[src/rtl/delay_tune_pkg.sv]
// Shared types and helpers for the delay-line tuning controller.
// The thermometer helper is sized for the widest supported delay line; callers truncate.
package delay_tune_pkg;

    localparam int unsigned MAX_CASCADES = 32;

    typedef enum logic [2:0] {
        IDLE,
        SETTLE,
        MEASURE,
        ADJUST,
        DONE
    } state_t;

    typedef enum logic [1:0] {
        NONE,
        UP,
        DOWN
    } dir_t;

    // Inserting k stages clears the k low bypass bits; all other bits stay set.
    function automatic logic [MAX_CASCADES-1:0] k_to_select(input int unsigned k);
        logic [MAX_CASCADES-1:0] code;
        code = '1;
        for (int unsigned i = 0; i < MAX_CASCADES; i++) begin
            if (i < k) begin
                code[i] = 1'b0;
            end
        end
        return code;
    endfunction

endpackage

[src/rtl/delay_tune_vote.sv]
// Phase-detector vote accumulator: sums +1/-1 over a window of 2^FILT_W valid samples.
// full marks the cycle whose sample completes the window, so the vote is final at the next edge.
module delay_tune_vote #(
    parameter int FILT_W = 4
) (
    input  logic                     clk,
    input  logic                     rst,
    input  logic                     clr,
    input  logic                     pd_valid,
    input  logic                     pd_early,
    output logic signed [FILT_W+1:0] vote,
    output logic                     full
);

    localparam logic [FILT_W-1:0]        CNT_ONE  = 1;
    localparam logic [FILT_W-1:0]        CNT_LAST = '1;
    localparam logic signed [FILT_W+1:0] VOTE_ONE = 1;

    logic [FILT_W-1:0] count;
    logic              take;

    assign take = !clr && pd_valid;
    assign full = take && (count == CNT_LAST);

    always_ff @(posedge clk) begin
        if (rst || clr) begin
            count <= '0;
            vote  <= '0;
        end else if (take) begin
            count <= count + CNT_ONE;
            vote  <= pd_early ? vote + VOTE_ONE : vote - VOTE_ONE;
        end
    end

endmodule

[src/rtl/delay_tune_ctrl.sv]
// Closed-loop tuning controller for the cascade delay line select bus.
// Steps the inserted-stage count one at a time until lock, dither reversal or saturation.
module delay_tune_ctrl
    import delay_tune_pkg::*;
#(
    parameter int Nmbr_cascades = 4,
    parameter int FILT_W        = 4,
    parameter int THRESH        = 4,
    parameter int SETTLE_CYC    = 8,
    parameter int INIT_K        = 0
) (
    input  logic                     clk,
    input  logic                     rst,
    input  logic                     start,
    input  logic                     pd_valid,
    input  logic                     pd_early,
    output logic [Nmbr_cascades-1:0] select,
    output logic                     busy,
    output logic                     locked,
    output logic                     sat_hi,
    output logic                     sat_lo,
    output logic                     done
);

    localparam int K_W   = $clog2(Nmbr_cascades + 1);
    localparam int SET_W = $clog2(SETTLE_CYC + 1);

    localparam logic [K_W-1:0]           K_MAX       = K_W'(Nmbr_cascades);
    localparam logic [K_W-1:0]           K_INIT      = K_W'(INIT_K);
    localparam logic [K_W-1:0]           K_ONE       = 1;
    localparam logic [SET_W-1:0]         SETTLE_LAST = SET_W'(SETTLE_CYC - 1);
    localparam logic [SET_W-1:0]         SET_ONE     = 1;
    localparam logic signed [FILT_W+1:0] THR_POS     = (FILT_W + 2)'(THRESH);
    localparam logic signed [FILT_W+1:0] THR_NEG     = -THR_POS;

    state_t                     state, state_next;
    dir_t                       last_dir, dir_next;
    logic [K_W-1:0]             k, k_next;
    logic [SET_W-1:0]           settle_cnt, settle_next;
    logic                       busy_next, locked_next, sat_hi_next, sat_lo_next, done_next;
    logic [Nmbr_cascades-1:0]   select_next;
    logic signed [FILT_W+1:0]   vote;
    logic                       full;
    logic                       vote_clr;
    logic                       req_up, req_dn;

    assign vote_clr = (state != MEASURE);

    delay_tune_vote #(
        .FILT_W(FILT_W)
    ) u_vote (
        .clk     (clk),
        .rst     (rst),
        .clr     (vote_clr),
        .pd_valid(pd_valid),
        .pd_early(pd_early),
        .vote    (vote),
        .full    (full)
    );

    assign req_up = (vote >= THR_POS);
    assign req_dn = (vote <= THR_NEG);

    // Next-state logic; every result flag and busy/done is registered from here.
    always_comb begin
        state_next  = state;
        dir_next    = last_dir;
        k_next      = k;
        settle_next = settle_cnt;
        busy_next   = busy;
        locked_next = locked;
        sat_hi_next = sat_hi;
        sat_lo_next = sat_lo;
        done_next   = 1'b0;

        case (state)
            IDLE, DONE: begin
                if (start) begin
                    k_next      = K_INIT;
                    dir_next    = NONE;
                    locked_next = 1'b0;
                    sat_hi_next = 1'b0;
                    sat_lo_next = 1'b0;
                    busy_next   = 1'b1;
                    settle_next = '0;
                    state_next  = SETTLE;
                end
            end
            SETTLE: begin
                if (settle_cnt == SETTLE_LAST) begin
                    settle_next = '0;
                    state_next  = MEASURE;
                end else begin
                    settle_next = settle_cnt + SET_ONE;
                end
            end
            MEASURE: begin
                if (full) begin
                    state_next = ADJUST;
                end
            end
            ADJUST: begin
                state_next = DONE;
                busy_next  = 1'b0;
                done_next  = 1'b1;
                if (req_up && (k == K_MAX)) begin
                    sat_hi_next = 1'b1;
                end else if (req_dn && (k == '0)) begin
                    sat_lo_next = 1'b1;
                end else if (!req_up && !req_dn) begin
                    locked_next = 1'b1;
                end else if ((req_up && last_dir == DOWN) || (req_dn && last_dir == UP)) begin
                    // A reversal means we straddle the edge: hold here rather than dither.
                    locked_next = 1'b1;
                end else begin
                    state_next  = SETTLE;
                    busy_next   = 1'b1;
                    done_next   = 1'b0;
                    settle_next = '0;
                    k_next      = req_up ? k + K_ONE : k - K_ONE;
                    dir_next    = req_up ? UP : DOWN;
                end
            end
            default: begin
                state_next = IDLE;
            end
        endcase

        select_next = Nmbr_cascades'(k_to_select(32'(k_next)));
    end

    always_ff @(posedge clk) begin
        if (rst) begin
            state      <= IDLE;
            last_dir   <= NONE;
            k          <= '0;
            settle_cnt <= '0;
            select     <= '1;
            busy       <= 1'b0;
            locked     <= 1'b0;
            sat_hi     <= 1'b0;
            sat_lo     <= 1'b0;
            done       <= 1'b0;
        end else begin
            state      <= state_next;
            last_dir   <= dir_next;
            k          <= k_next;
            settle_cnt <= settle_next;
            select     <= select_next;
            busy       <= busy_next;
            locked     <= locked_next;
            sat_hi     <= sat_hi_next;
            sat_lo     <= sat_lo_next;
            done       <= done_next;
        end
    end

endmodule

[config.mk]
export PLATFORM = sky130hd
export DESIGN_NAME = delay_tune_ctrl
export DESIGN_NICKNAME = d
export VERILOG_FILES = /design/src/rtl/delay_tune_pkg.sv /design/src/rtl/delay_tune_vote.sv /design/src/rtl/delay_tune_ctrl.sv
export SDC_FILE = /design/constraint.sdc
export NUM_CORES = 1
export LEC_CHECK = 0
export CAP_MARGIN = 30
export CORE_MARGIN = 5
export CORE_UTILIZATION = 40
export DETAILED_ROUTE_END_ITERATION = 8
export GPL_TIMING_DRIVEN = 0
export SLEW_MARGIN = 20
export SYNTH_ARGS = -nofsm -noshare
export SYNTH_HDL_FRONTEND = slang
export SYNTH_HIERARCHICAL = 1
export SYNTH_SLANG_ARGS = --single-unit
[constraint.sdc]
create_clock -name clk -period 2.6 [get_ports clk]
set_input_delay 0.52 -clock clk [delete_from_list [all_inputs] [get_ports clk]]
set_output_delay 0.52 -clock clk [all_outputs]
set_load 0.03 [all_outputs]
* After elaboration in Yosys (flattened, before gate mapping)
Index checks and enable logic that the tools add are counted.
** Word-level totals
- Register bits after elaboration :: 31
- Output and inout bits :: 9
- Input bits :: 5
- Word-level logic and storage cells :: 125
** Cells by class
- $add $sub $neg :: 6
- Bitwise gates (word level) :: 1
- Muxes and demuxes :: 55
- Reduce and logical (&&, ||, !) cells :: 25
- Magnitude comparators :: 6
- Eq/ne operators :: 20
** Operators by type and width (number)
- $mux W3 :: 13
- $mux W4 :: 6
- $mux W1 :: 21
- $ne A2 B2 Y1 const B :: 9
- $mux W2 :: 6
- $pmux W3 S4 :: 1
- $pmux W4 S3 :: 1
- $reduce_and A6 Y1 :: 2
- $add A4 B1 Y4 const B :: 2
- $pmux W1 S2 :: 4
- $logic_and A1 B1 Y1 :: 7
- $add A6 B2 Y6 const B :: 1
- $eq A3 B2 Y1 const B :: 2
- $eq A3 B3 Y1 const B :: 2
- $ge A6 B4 Y1 const B :: 1
- $le A6 B3 Y1 const B :: 1
- $logic_not A3 Y1 :: 2
- $lt A1 B3 Y1 const A :: 2
- $lt A2 B3 Y1 const A :: 2
- $mux W6 :: 1
- $pmux W3 S2 :: 1
- $reduce_and A3 Y1 :: 2
- $sub A6 B2 Y6 const B :: 1
- $reduce_and A5 Y1 :: 1
- other kinds (18) :: 22

* Longest topological paths before layout
- Word-level depth :: 10
- Mapped depth :: 9
- Gate-level depth less buffers :: 8

* By module
Netlist, hierarchy kept.
** Modules (own cells, without submodules)
- delay_tune_ctrl :: cells an instance 125, sequential area each 420.4 µm², instances 1, area an instance 1108.6 µm²
- delay_tune_vote :: cells an instance 60, sequential area each 200.2 µm², instances 1, area an instance 581.8 µm²

* Worst setup path after synthesis
Ideal clock, no wire load.
- Kind :: register to register
- Start point :: register state[1]
- End point :: register u_vote.vote[3]
- Data required time :: 2.538 ns
- Path buffers :: 2
- Setup time :: 0.062 ns
- Arrival :: 1.828 ns
- Cell stages (with the launch flop) :: 8
- Period minus slack after synthesis :: 1.890 ns
- Setup slack :: 0.710 ns
- Cells stage by stage :: dfxtp_1 clkbuf_1 nand2b_1 or2_2 or2_1 buf_6 or4b_1 nand3_1
** On the way
- Cells in the longest elaborated chain, start to end :: 3
- Elaborated cells on any way between the ends :: 4
- Classes of those cells :: eq/ne: 1; reduce/logical: 3
** Ends and longest elaborated chain
- start: declaration :: RTL line delay_tune_ctrl.sv:36 : state_t state, state_next;
- start signal: assignment :: RTL line delay_tune_ctrl.sv:145 : state <= state_next;
- $ne A3 B2 Y1 (*) :: RTL line delay_tune_ctrl.sv:47 : assign vote_clr = (state != MEASURE);
- via vote_clr :: RTL line delay_tune_ctrl.sv:44 : logic vote_clr;
- $logic_not A1 Y1 :: RTL line delay_tune_vote.sv:22 : assign take = !clr && pd_valid;
- $logic_and A1 B1 Y1 :: RTL line delay_tune_vote.sv:22
- end signal: assignment :: RTL line delay_tune_vote.sv:31 : vote <= pd_early ? vote + VOTE_ONE : vote - VOTE_ONE;
- end: declaration :: RTL line delay_tune_vote.sv:11 : output logic signed [FILT_W+1:0] vote,
Mark *: on every way through the listed nets, which the timed path passes. The rest lies on a longest branch.
A chain may end at the register's enable or synchronous reset.

* Worst setup path after layout
- Start point :: register u_vote.vote[2]
- End point :: register select[2]
** On the way
- Cells in the longest elaborated chain, start to end :: 10
- Elaborated cells on any way between the ends :: 18
- Classes of those cells :: order compare: 3; mux: 7; reduce/logical: 8
** Ends and longest elaborated chain
- $ge A6 B4 Y1 or $le A6 B3 Y1 (tied branches) :: RTL line delay_tune_ctrl.sv:61, delay_tune_ctrl.sv:62
- $logic_and A1 B1 Y1 :: RTL line delay_tune_ctrl.sv:112 : end else if ((req_up && last_dir == DOWN) || (req_dn && last_dir == UP)) begin
- $logic_or A1 B1 Y1 :: RTL line delay_tune_ctrl.sv:112
- $mux W3 :: RTL line delay_tune_ctrl.sv:112
- $mux W3 :: RTL line delay_tune_ctrl.sv:110 : end else if (!req_up && !req_dn) begin
- $mux W3 :: RTL line delay_tune_ctrl.sv:108 : end else if (req_dn && (k == '0)) begin
- $mux W3 (*) :: RTL line delay_tune_ctrl.sv:106 : if (req_up && (k == K_MAX)) begin
- $pmux W3 S2 (*) :: RTL line delay_tune_ctrl.sv:76 : case (state)
- $lt A2 B3 Y1 (*) :: RTL line delay_tune_pkg.sv:26 : if (i < k) begin
- $mux W1 (*) :: RTL line delay_tune_pkg.sv:26
- end signal: assignment :: RTL line delay_tune_ctrl.sv:149 : select <= select_next;
- end: declaration :: RTL line delay_tune_ctrl.sv:17 : output logic [Nmbr_cascades-1:0] select,
Every way passes the cells marked *; elsewhere a longest branch is shown, timed or not.

==> impl_metrics.ini <==
[detailed_routing]
post_drt_via_cell_ratio = 5.840
routed_wl_mm = 3.723
first_iter_violations = 124
postRouteAntennaNets = 0
drc = 0
num_vias = 1495
wl_per_cell_um = 14.54
drt-pass1-iter-count = 4

[final_layout]
final-seq-area_sq_um = 620.6
instances_no_fill = 256
fillCellCount = 384
drive_gt1_share_pct = 11.65
antenna_cells = 0
syn_to_final_growth_pct = 16.21
final_util_pct = 48.41
multi_input_area_sq_um = 993.5
finalNetCount = 218

[power_and_ir_drop]
total_power_mw = 1.250
p_leak_nw = 0.7265
vdd_drop_max_mv = 0.2661
power.density_nw_per_um2 = 636.4

[floorplanning]
start_util_pct = 41.66
die_h_um = 75.01
ios = 14
dieWidth_um = 75.01
design.core.area_sq_um = 4058
num_rows = 23
die-area_sq_um = 5626

[critical_path]
cp-end-kind = flop
crit_end = select[2]$_SDFF_PP1_
r2r_end = select[2]$_SDFF_PP1_
worst_ep_required_time_ps = 2800
critPathArrivalTime_ps = 2440
path_max_fanout = 6
path_class = reg -> reg
r2r_slack_ps = 360
reg2reg_from = u_vote/vote[2]$_SDFFE_PP0P_
critPathLaunchType = flop
worstSetupStartpoint = u_vote/vote[2]$_SDFFE_PP0P_
r2r_cells = 8

[global_routing]
antenna_found_initial = 0
grt_pass1_wl_mm = 6.630
overflow = 0
grt.total_usage_pct = 15.16
grt_pass1_vias = 1492
grt_max_degree = 11

[yosys]
synth_area_sq_um = 1690
async_flop_share_pct = 0
synth_top_area_cell = dfxtp_1
synth_top_area_share_pct = 36.71
syn_area_per_cell_sq_um = 9.137
synth_cells = 185
synth_ff_type = dfxtp_1
ys_seq_elements = 31
ys_seq_area_share_pct = 36.71
synth_edf_count = 0
synth_cell_type_count = 61
synth.area.top_cells = dfxtp_1 (37%), ha_1 (4.4%), nor2_1 (4.4%)
yosysWarnings = 6
syn_nets = 198

[clock_network]
h-tree-depth = 2
cts_tree = yes
post_cts_buffers = 0
cts_resized = 0
cts_buffer_depth = 2
cts_sinks = 31
clock_latency_ps = 270
cts_root_buf = clkbuf_8
clkTransAtPathRegs_ps = 60
cts-hold-fix-buffers = 0
cts_buffers = 5

[sta]
fin_crit_sh_pct = 86.15
setup-tns-final_ps = 0
fin_crit_ps = 2240
clock.fmax_ghz = 0.4464
hold_slack_ps = 454.8
skew_ps = 7.305
drv_slew = 0
setup_viol = 0
worstMarginPinSlew_ps = 641.6
rsz0062_at_grt = false
slew_headroom_pct = 57.07
hold_violations = 0

[status]
status = finished, final reports clean

[job]
cap_violations = 0

[min_path]
holdCritPathClass = reg -> reg

[placed_design]
dp_hpwl_mm = 2.787
gp_congestion = 0.8803
port-buffer-count = 13
placed_cells = 248
## stage by stage
stage	worst slack (ps)	instance area, sq um
after floorplan	710.5	1690
after global placement	215.1	1883
after detailed placement	180.3	1883
after CTS	397.7	1964
after global routing	162.7	1964
final	360.0	1964
## routing by layer
layer / global-route usage, % / part of all wire, % / vias to the layer above
li1: - / - / 730
met1: 18.55 / 45 / 706
met2: 25.05 / 48 / 55
met3: 3.872 / 6.1 / 4
met4: 6.719 / 0.48 / 0
met5: 0 / 0 / -
## kinds of logic after synthesis
group	after synthesis	synth area share, %
DFF	31	36.71
AOI/OAI and AO/OA	44	19.47
and+or+nand+nor	77	26.13
xor gates and xnor gates	7	3.627
adders and majority gates	8	6.810
muxes	4	2.738
buffers and inverters	14	4.514
## final cells by class
class | instances | share of cell area [%]
Inverter | 6 | 1.146
Buffer | 8 | 2.739
Clock inverter | 1 | 0.2548
Sequential cell | 31 | 31.59
Multi-Input combinational cell | 140 | 50.57
Tap cell | 50 | 3.185
Clock buffer | 7 | 3.885
Timing Repair Buffer | 13 | 6.624
## power by group
part | leakage, nW | internal, mW | switching [mW]
logic | 0.433 | 0.149 | 0.218
clock network | 0.0422 | 0.187 | 0.160
registers | 0.251 | 0.510 | 0.0254
total | 0.726 | 0.846 | 0.404
## flip-flops by register name, summed over array words and instances, names as in the netlist
register / cells
busy: 1
sat_hi: 1
locked: 1
state: 3
last_dir: 2
done: 1
u_vote/vote: 6
k: 3
settle_cnt: 4
select: 4
u_vote/count: 4
sat_lo: 1
## cell usage after synthesis, types with 2 or more instances
cell type  instances
nand4_1            7
ha_1               6
nor3_1             5
nand2b_1           5
xor2_1             3
nor2_1            20
a21o_1             2
nand2_1            8
buf_6              3
dfxtp_1           31
fa_1               2
a211oi_1           4
mux2i_1            2
xnor2_1            4
a31oi_1            3
a21oi_1           11
a311oi_1           3
a31o_2             2
or4b_1             2
o21ai_0            2
or3_1              2
nor2b_1            2
or2_2              2
inv_1              6
nand3_1            3
nand3b_1           7
clkbuf_1           3
and3_1             2
## worst min path at each step
stage / startpoint / end / slack (ps) / depth (start not counted)
after floorplan: settle_cnt[3]$_SDFFE_PP0P_ / settle_cnt[3]$_SDFFE_PP0P_ / 440 / 1
after global placement: sat_lo$_SDFFE_PP0P_ / sat_lo$_SDFFE_PP0P_ / 440 / 2
after detailed placement: sat_lo$_SDFFE_PP0P_ / sat_lo$_SDFFE_PP0P_ / 450 / 2
after CTS: sat_lo$_SDFFE_PP0P_ / sat_lo$_SDFFE_PP0P_ / 460 / 2
after global routing: sat_lo$_SDFFE_PP0P_ / sat_lo$_SDFFE_PP0P_ / 490 / 2
final: sat_lo$_SDFFE_PP0P_ / sat_lo$_SDFFE_PP0P_ / 450 / 2
## cell usage in the layout, fill, tap and decap left out, types with 6 or more instances in the layout
cell             instances
a21oi_1                 11
clkdlybuf4s50_1         13
dfxtp_1                 31
ha_1                     6
inv_1                    6
nand2_1                  8
nand3b_1                 7
nand4_1                  7
nor2_1                  20
## critical path, stage by stage, from the launching register on
cell      delay, ps
dfxtp_1         430
nor3_1          110
nor2_1          240
inv_1           100
fa_1            400
nand4b_1        210
a32o_1          260
a21o_1          230
nor3_1          180
Power figures use the tool's default switching activity.
